$ cat config.mk
export PLATFORM = sky130hd
export DESIGN_NAME = dest_reader
export DESIGN_NICKNAME = d
export VERILOG_FILES = /design/src/rtl/dest_reader_pkg.sv /design/src/rtl/dest_reader_rr_arbiter2.sv /design/src/rtl/dest_reader.sv
export SDC_FILE = /design/constraint.sdc
export NUM_CORES = 1
export LEC_CHECK = 0
export BUFFER_PORTS_ARGS = -buffer_cell sky130_fd_sc_hd__buf_2
export CORE_AREA = 2 2 43 75
export DETAILED_ROUTE_END_ITERATION = 12
export DIE_AREA = 0 0 45 77
export GPL_TIMING_DRIVEN = 0
export PLACE_DENSITY = 0.72
export REMOVE_ABC_BUFFERS = 1
export SYNTH_ARGS = -nofsm -noshare
export SYNTH_HDL_FRONTEND = slang
export SYNTH_SLANG_ARGS = --single-unit
$ cat constraint.sdc
create_clock -name clk -period 3.63 [get_ports clk]
set_input_delay 0.1815 -clock clk [delete_from_list [all_inputs] [get_ports clk]]
set_output_delay 0.1815 -clock clk [all_outputs]
set_load 0.02 [all_outputs]
$ cat src/rtl/dest_reader_pkg.sv
// Shared encodings for the destination reader: FSM states and the position of
// the destination bit inside each data word.
package dest_reader_pkg;

    typedef enum logic [1:0] {
        IDLE  = 2'd0,
        WAIT0 = 2'd1,
        WAIT1 = 2'd2
    } state_t;

    localparam int DEST_BIT = 4;

endpackage

$ cat src/rtl/dest_reader_rr_arbiter2.sv
// Two-input round-robin grant: on contention the side not served last wins,
// otherwise the single requester is granted.
module rr_arbiter2 (
    input  logic i_req0,
    input  logic i_req1,
    input  logic i_last_src,
    output logic o_gnt0,
    output logic o_gnt1
);

    logic w_gnt1;

    assign w_gnt1 = i_req1 && (!i_req0 || !i_last_src);
    assign o_gnt1 = w_gnt1;
    assign o_gnt0 = i_req0 && !w_gnt1;

endmodule

$ cat src/rtl/dest_reader.sv
// Pops words from two destination FIFOs in round-robin order into a one-deep
// registered output stage, counting words per source and flagging misrouted ones.
module dest_reader
    import dest_reader_pkg::*;
#(
    parameter int BW = 6,
    parameter int CW = 8
) (
    input  logic          clk,
    input  logic          reset,
    input  logic          D0_empty,
    input  logic          D1_empty,
    input  logic [BW-1:0] D0_data_out,
    input  logic [BW-1:0] D1_data_out,
    output logic          D0_rd,
    output logic          D1_rd,
    input  logic          sink_ready,
    output logic [BW-1:0] data_out,
    output logic          valid_out,
    output logic          src_out,
    output logic [CW-1:0] D0_count,
    output logic [CW-1:0] D1_count,
    output logic          dest_error
);

    state_t        r_state;
    state_t        w_next;
    logic          r_last_src;
    logic [BW-1:0] r_data;
    logic          r_valid;
    logic          r_src;
    logic [CW-1:0] r_d0_count;
    logic [CW-1:0] r_d1_count;
    logic          r_dest_error;

    logic          w_gnt0;
    logic          w_gnt1;
    logic          w_can_issue;
    logic          w_rd0;
    logic          w_rd1;
    logic          w_capture;
    logic          w_cap_src;
    logic [BW-1:0] w_cap_data;

    rr_arbiter2 u_arb (
        .i_req0     (!D0_empty),
        .i_req1     (!D1_empty),
        .i_last_src (r_last_src),
        .o_gnt0     (w_gnt0),
        .o_gnt1     (w_gnt1)
    );

    // Pop strobes are combinational, so they are masked directly by reset
    // to stay low while reset is held.
    assign w_can_issue = (!r_valid || sink_ready) && !reset;

    // NOTE: every always_comb output gets a default first so no path infers a latch.
    always_comb begin
        w_next     = r_state;
        w_rd0      = 1'b0;
        w_rd1      = 1'b0;
        w_capture  = 1'b0;
        w_cap_src  = 1'b0;
        w_cap_data = D0_data_out;
        case (r_state)
            IDLE: begin
                if (w_can_issue) begin
                    w_rd0 = w_gnt0;
                    w_rd1 = w_gnt1;
                    if (w_gnt0)
                        w_next = WAIT0;
                    else if (w_gnt1)
                        w_next = WAIT1;
                end
            end
            WAIT0: begin
                w_capture  = 1'b1;
                w_cap_src  = 1'b0;
                w_cap_data = D0_data_out;
                w_next     = IDLE;
            end
            WAIT1: begin
                w_capture  = 1'b1;
                w_cap_src  = 1'b1;
                w_cap_data = D1_data_out;
                w_next     = IDLE;
            end
            default: w_next = IDLE;
        endcase
    end

    // NOTE: sequential state uses non-blocking assignments only.
    always_ff @(posedge clk or posedge reset) begin
        if (reset) begin
            r_state      <= IDLE;
            r_last_src   <= 1'b0;
            r_data       <= '0;
            r_valid      <= 1'b0;
            r_src        <= 1'b0;
            r_d0_count   <= '0;
            r_d1_count   <= '0;
            r_dest_error <= 1'b0;
        end else begin
            r_state <= w_next;
            if (w_capture) begin
                r_data     <= w_cap_data;
                r_valid    <= 1'b1;
                r_src      <= w_cap_src;
                r_last_src <= w_cap_src;
                if (w_cap_src)
                    r_d1_count <= r_d1_count + CW'(1);
                else
                    r_d0_count <= r_d0_count + CW'(1);
                if (w_cap_data[DEST_BIT] != w_cap_src)
                    r_dest_error <= 1'b1;
            end else if (r_valid && sink_ready) begin
                r_valid <= 1'b0;
            end
        end
    end

    assign D0_rd      = w_rd0;
    assign D1_rd      = w_rd1;
    assign data_out   = r_data;
    assign valid_out  = r_valid;
    assign src_out    = r_src;
    assign D0_count   = r_d0_count;
    assign D1_count   = r_d1_count;
    assign dest_error = r_dest_error;

endmodule

==> Word level (Yosys, flattened, before mapping) <==
Cells that the tools add are included.
{ "word_totals": {"register_bits": 27, "latch_bits": 0, "mem_bits_rw": 0, "mem_bits_ro": 0, "in_bits": 17, "output_inout_bits": 27, "wordCells": 47, "memories": 0} }
{ "classes": {"add_sub_neg": 2, "multipliers": 0, "div": 0, "n_lt_le_gt_ge": 0, "n_eq_ne": 5, "n_shift": 0, "n_mux": 13, "bitwise": 1, "reduce_logical": 19} }
{ "op_table": {"columns": ["op", "n"], "rows": [
  ["adder 8 x 1 -> 8 bit (second input constant)", 2],
  ["two-way mux 1 bit", 8],
  ["two-way mux 2 bit", 4],
  ["AND reduction 2 bit", 4],
  ["zero test 1 bit", 6],
  ["two-way mux 6 bit", 1],
  ["logical AND 1 bit", 4],
  ["inequality test 3 x 2 -> 1 bit (second input constant)", 1],
  ["== test 2 x 1 -> 1 bit (second input constant)", 1],
  ["== test 2 bit (second input constant)", 1],
  ["zero test 2 bit", 1],
  ["logical OR 1 bit", 2],
  ["inequality test 2 bit (second input constant)", 1],
  ["nonzero test 2 bit", 1],
  ["OR reduction 2 bit", 1],
  ["inequality test 1 bit", 1],
  ["inverter 1 bit", 1]
]} }

==> Logic depth before layout (Yosys ltp) <==
{ "logic_depth": {"ltp_word": 8, "depth_mapped": 6, "mapped_depth_nobuf": 5} }

==> Hierarchy <==
Synthesis repeated with hierarchy kept, for this count alone.
{ "unflattened": {"hier_cells": 107, "area_unflattened_um2": 1231.2} }
{ "by_module_without_submodules": {"columns": ["mod", "n_inst", "cells_per_inst", "area_each_um2", "seq_area_each_um2"], "rows": [
  ["dest_reader", 1, 104, 1212.4, 675.6],
  ["rr_arbiter2", 1, 3, 18.8, 0.0]
]} }

==> Worst setup path after synthesis <==
OpenSTA, ideal clock, no wires.
{ "synth_path": {"path_type": "flip-flop to flip-flop", "startpoint": "register r_state[0]", "endpoint": "register r_state[0]", "setup_time_ns": 0.069, "arrival_ns": 1.603, "setup_slack_ns": 1.958, "path_stages_with_launch": 6, "period_less_slack_ns": 1.672, "cell_sequence": "dfrtp_1 -> inv_1 -> ha_1 -> o21ai_0 -> nor4_1 -> a31o_2"} }
{ "synth_between": {"elab_chain_cells": 3, "elab_cells_between_ends": 5, "classes_between": "eq/ne (2); mux (1); reduce/logical (2)"} }
{ "synth_lines": {"columns": ["item", "line", "rtl"], "rows": [
  ["start, declared", "dest_reader.sv:26", "state_t r_state;"],
  ["start signal, assigned", "dest_reader.sv:104", "r_state <= w_next;"],
  ["zero test 2 bit (*)", "dest_reader.sv:65", "case (r_state)"],
  ["inequality test 3 x 2 -> 1 bit (no line) or inequality test 2 bit (tied branches)", null, null],
  ["AND reduction 2 bit (no line)", null, null]
]} }
Mark *: on every way between the ends. The rest lies on a longest branch, timed or not.
A chain may end at the register's enable or synchronous reset.

==> Worst setup path in the final report <==
{ "layout_path": {"startpoint": "register r_state[0]", "endpoint": "register r_d1_count[7] (netlist: D1_count[7])"} }
{ "layout_between": {"elab_cells_between_ends": 6, "classes_between": "eq/ne (2); mux (2); reduce/logical (2)"} }
{ "layout_rtl": {"columns": ["item", "line", "rtl"], "rows": [
  ["== test 2 bit", "dest_reader.sv:65", null],
  ["two-way mux 1 bit", "dest_reader.sv:65", null],
  ["named net w_cap_src", "dest_reader.sv:42", "logic w_cap_src;"],
  ["AND reduction 2 bit (no line)", null, null],
  ["end signal, assigned", "dest_reader.sv:111", "r_d1_count <= r_d1_count + CW'(1);"],
  ["end, declared", "dest_reader.sv:33", "logic [CW-1:0] r_d1_count;"]
]} }
The timed path passes the listed nets, and every way through them passes these cells.

==> impl_metrics.tcl <==
set metrics [dict create \
    status "completed" \
    die_area_sq_um 3470 \
    multiInputGateArea_sq_um 522 \
    wl_met2_um 1270 \
    final_cells 178 \
    power_leakage_nw 0.761 \
    cts_resized 0 \
    fin_total_pwr_mw 1.22 \
    grt_max_degree 28 \
    cts_htree_levels 1 \
    synth.yosys.seq_area_share 0.549 \
    crit_arrival_ps 2010 \
    grtUsageTotal 0.146 \
    report.final.slew_viol_count 0 \
    setup_slack_ps 1800 \
    gp_congestion 0.769 \
    met3_length_um 106 \
    insertedDiodeCount 0 \
    portBuffers 43 \
    grt-ovfl-total 0 \
    drt_wl_total_um 2280 \
    critPathRequiredTime_ps 3820 \
    yosys_warnings 0 \
    finalCriticalPeriod_ps 1830 \
    fin_skew_ps 4.56 \
    die_w_um 45 \
    hp-class "primary input to async pin" \
    ioPinCount 44 \
    vias_per_cell 5.08 \
    synth_enable_flop_cells 0 \
    period_share 0.504 \
    cts_tree "built" \
    synth-async-reset-ratio 1.00 \
    yosys_register_bits 27 \
    dp_hpwl_um 1810 \
    fill_cells 287 \
    max_cap_violations 0 \
    utilization 0.527 \
    placed_area_sq_um 1460 \
    highest_layer "met4" \
    synth_area_sq_um 1230 \
    cts.sinks 27 \
    drt-met1-wl_um 878 \
    rsz0062_at_grt "false" \
    synthFlopType "dfrtp_1" \
    core_sq_um 2860 \
    worstMarginPinSlew_ps 991 \
    clk_latency_ps 260 \
    area_delta_synth_final_pct 22.5 \
    cts_made_buffers 3 \
    ys_types 24 \
    ir_drop_mv 0.461 \
    tns_ps 0 \
    drtPass1Iterations 4 \
    max_stage_delay_ps 590 \
    vias 904 \
    max_slew_margin 0.338 \
    p_per_area_nw_per_um2 807 \
    cts_hold_buf 0 \
    endpoint_kind "flop" \
    startpoint_type "flop" \
    antenna_left 0 \
    drive_gt1_frac 0.367 \
    dp.cells 174 \
    clk_pin_slew_ps 90 \
    nNetsFinal 173 \
    grt_pass1_vias 902 \
    drc 0 \
    worst-setup-path-type "flop to flop" \
    dieHeight_um 77 \
    start_util 0.430 \
    hold_viol 0 \
    setup_viol 0 \
    postCtsSetupBuffers 0 \
    place_ws_ps 1800 \
    antenna_found_initial 0 \
    clockBufferDepth 2 \
    cts-root-buf "clkbuf_8" \
    final_area_sq_um 1510 \
    path_cells "inv_1 -> ha_1 -> nand4_2 -> nor3_1 -> xor2_1" \
    fmax_mhz 547 \
    path_max_fanout 15 \
    holdWs_ps 169 \
    syn_inst 106 \
    path_buf_inv 1 \
    grt_pass1_wl_um 3970 \
    wl_per_cell_um 12.8 \
    cpLargestDelayFamily "adder cells" \
    slowest_stage "ha_1" \
    regArea_sq_um 676 \
    rows 26 \
    drt_iter0_drc 13 \
    synth.avg_cell_area_sq_um 11.6 \
]
-- power breakdown --
group / internal [mW] / switching, mW
Clock: 0.0782 / 0.0818
Combinational: 0.217 / 0.335
Sequential: 0.408 / 0.0973
-- cell usage in the layout (no fill, tap or decap) --
cell	netlist	final
clkbuf_1	1	1
mux2i_1	6	6
nor3_1	1	1
a31o_2	1	1
xnor2_1	8	8
ha_1	5	5
inv_1	4	4
o311ai_0	1	1
nor3_2	1	1
mux2_2	2	2
nand4_1	4	4
clkbuf_8	0	3
o21ai_0	5	5
nor2_1	9	9
nor2b_4	1	1
and3_1	2	2
or2_2	2	2
nand2_1	7	7
a21oi_1	7	7
nand4_2	2	2
xor2_1	6	6
buf_2	0	43
dfrtp_1	27	27
nor4_1	1	1
or3_1	1	1
-- cells in the mapped netlist, drive strengths merged, types with 2 or more instances --
| cell type | count | area [sq um] |
|---|---|---|
| buf | 2 | 15.0 |
| nor3 | 2 | 15.0 |
| mux2 | 2 | 22.5 |
| dfrtp | 27 | 676 |
| a21oi | 7 | 35.0 |
| ha | 5 | 62.6 |
| nand2 | 7 | 26.3 |
| inv | 4 | 15.0 |
| xnor2 | 8 | 70.1 |
| nor2 | 9 | 33.8 |
| o21ai | 5 | 25.0 |
| or2 | 2 | 12.5 |
| and3 | 2 | 12.5 |
| xor2 | 6 | 52.6 |
| mux2i | 6 | 60.1 |
| nand4 | 6 | 50.0 |
-- path summary, 6_finish.rpt --
kind,from,end,slack (ps),cells past startpoint
worst max register to register,r_state[0],D1_count[7],1800,5
worst min register to register,D0_count[7],D0_count[7],460,1
worst min-delay path,reset,valid_out,170,2
min in group clk,D0_data_out[0],data_out[0],230,3
worst max-delay path,r_state[0],D1_count[7],1800,5
max in group asynchronous,reset,data_out[3],2860,2
-- area by class of cell --
cell class | count | area share
sequential | 27 | 0.448
clock buffer | 4 | 0.0299
timing repair buffer | 43 | 0.143
inverter | 4 | 0.00996
tap | 28 | 0.0232
multi-input combinational | 72 | 0.346
-- per-layer routing --
layer  track usage  vias up
met3        0.0165        2
met4        0.0353        0
met1         0.191      425
met2         0.247       25
li1              -      452
met5             0        -
-- logic make-up (layout without fill, tap and decap cells) --
kind of cell,Yosys count,count (layout),share of synthesized area
muxes,8,8,0.0671
and+or+nand+nor,31,31,0.143
adders and majority gates,5,5,0.0508
AOI/OAI and AO/OA,14,14,0.0630
buffers and inverters,7,51,0.0274
DFF,27,27,0.549
xor gates and xnor gates,14,14,0.0996
-- registers in the layout, indices dropped and copies added, names as in the netlist --
register and cells:
D0_count 8, D1_count 8, data_out 6, r_state 2, dest_error 1, src_out 1
valid_out 1
Power figures use the tool's default switching activity.
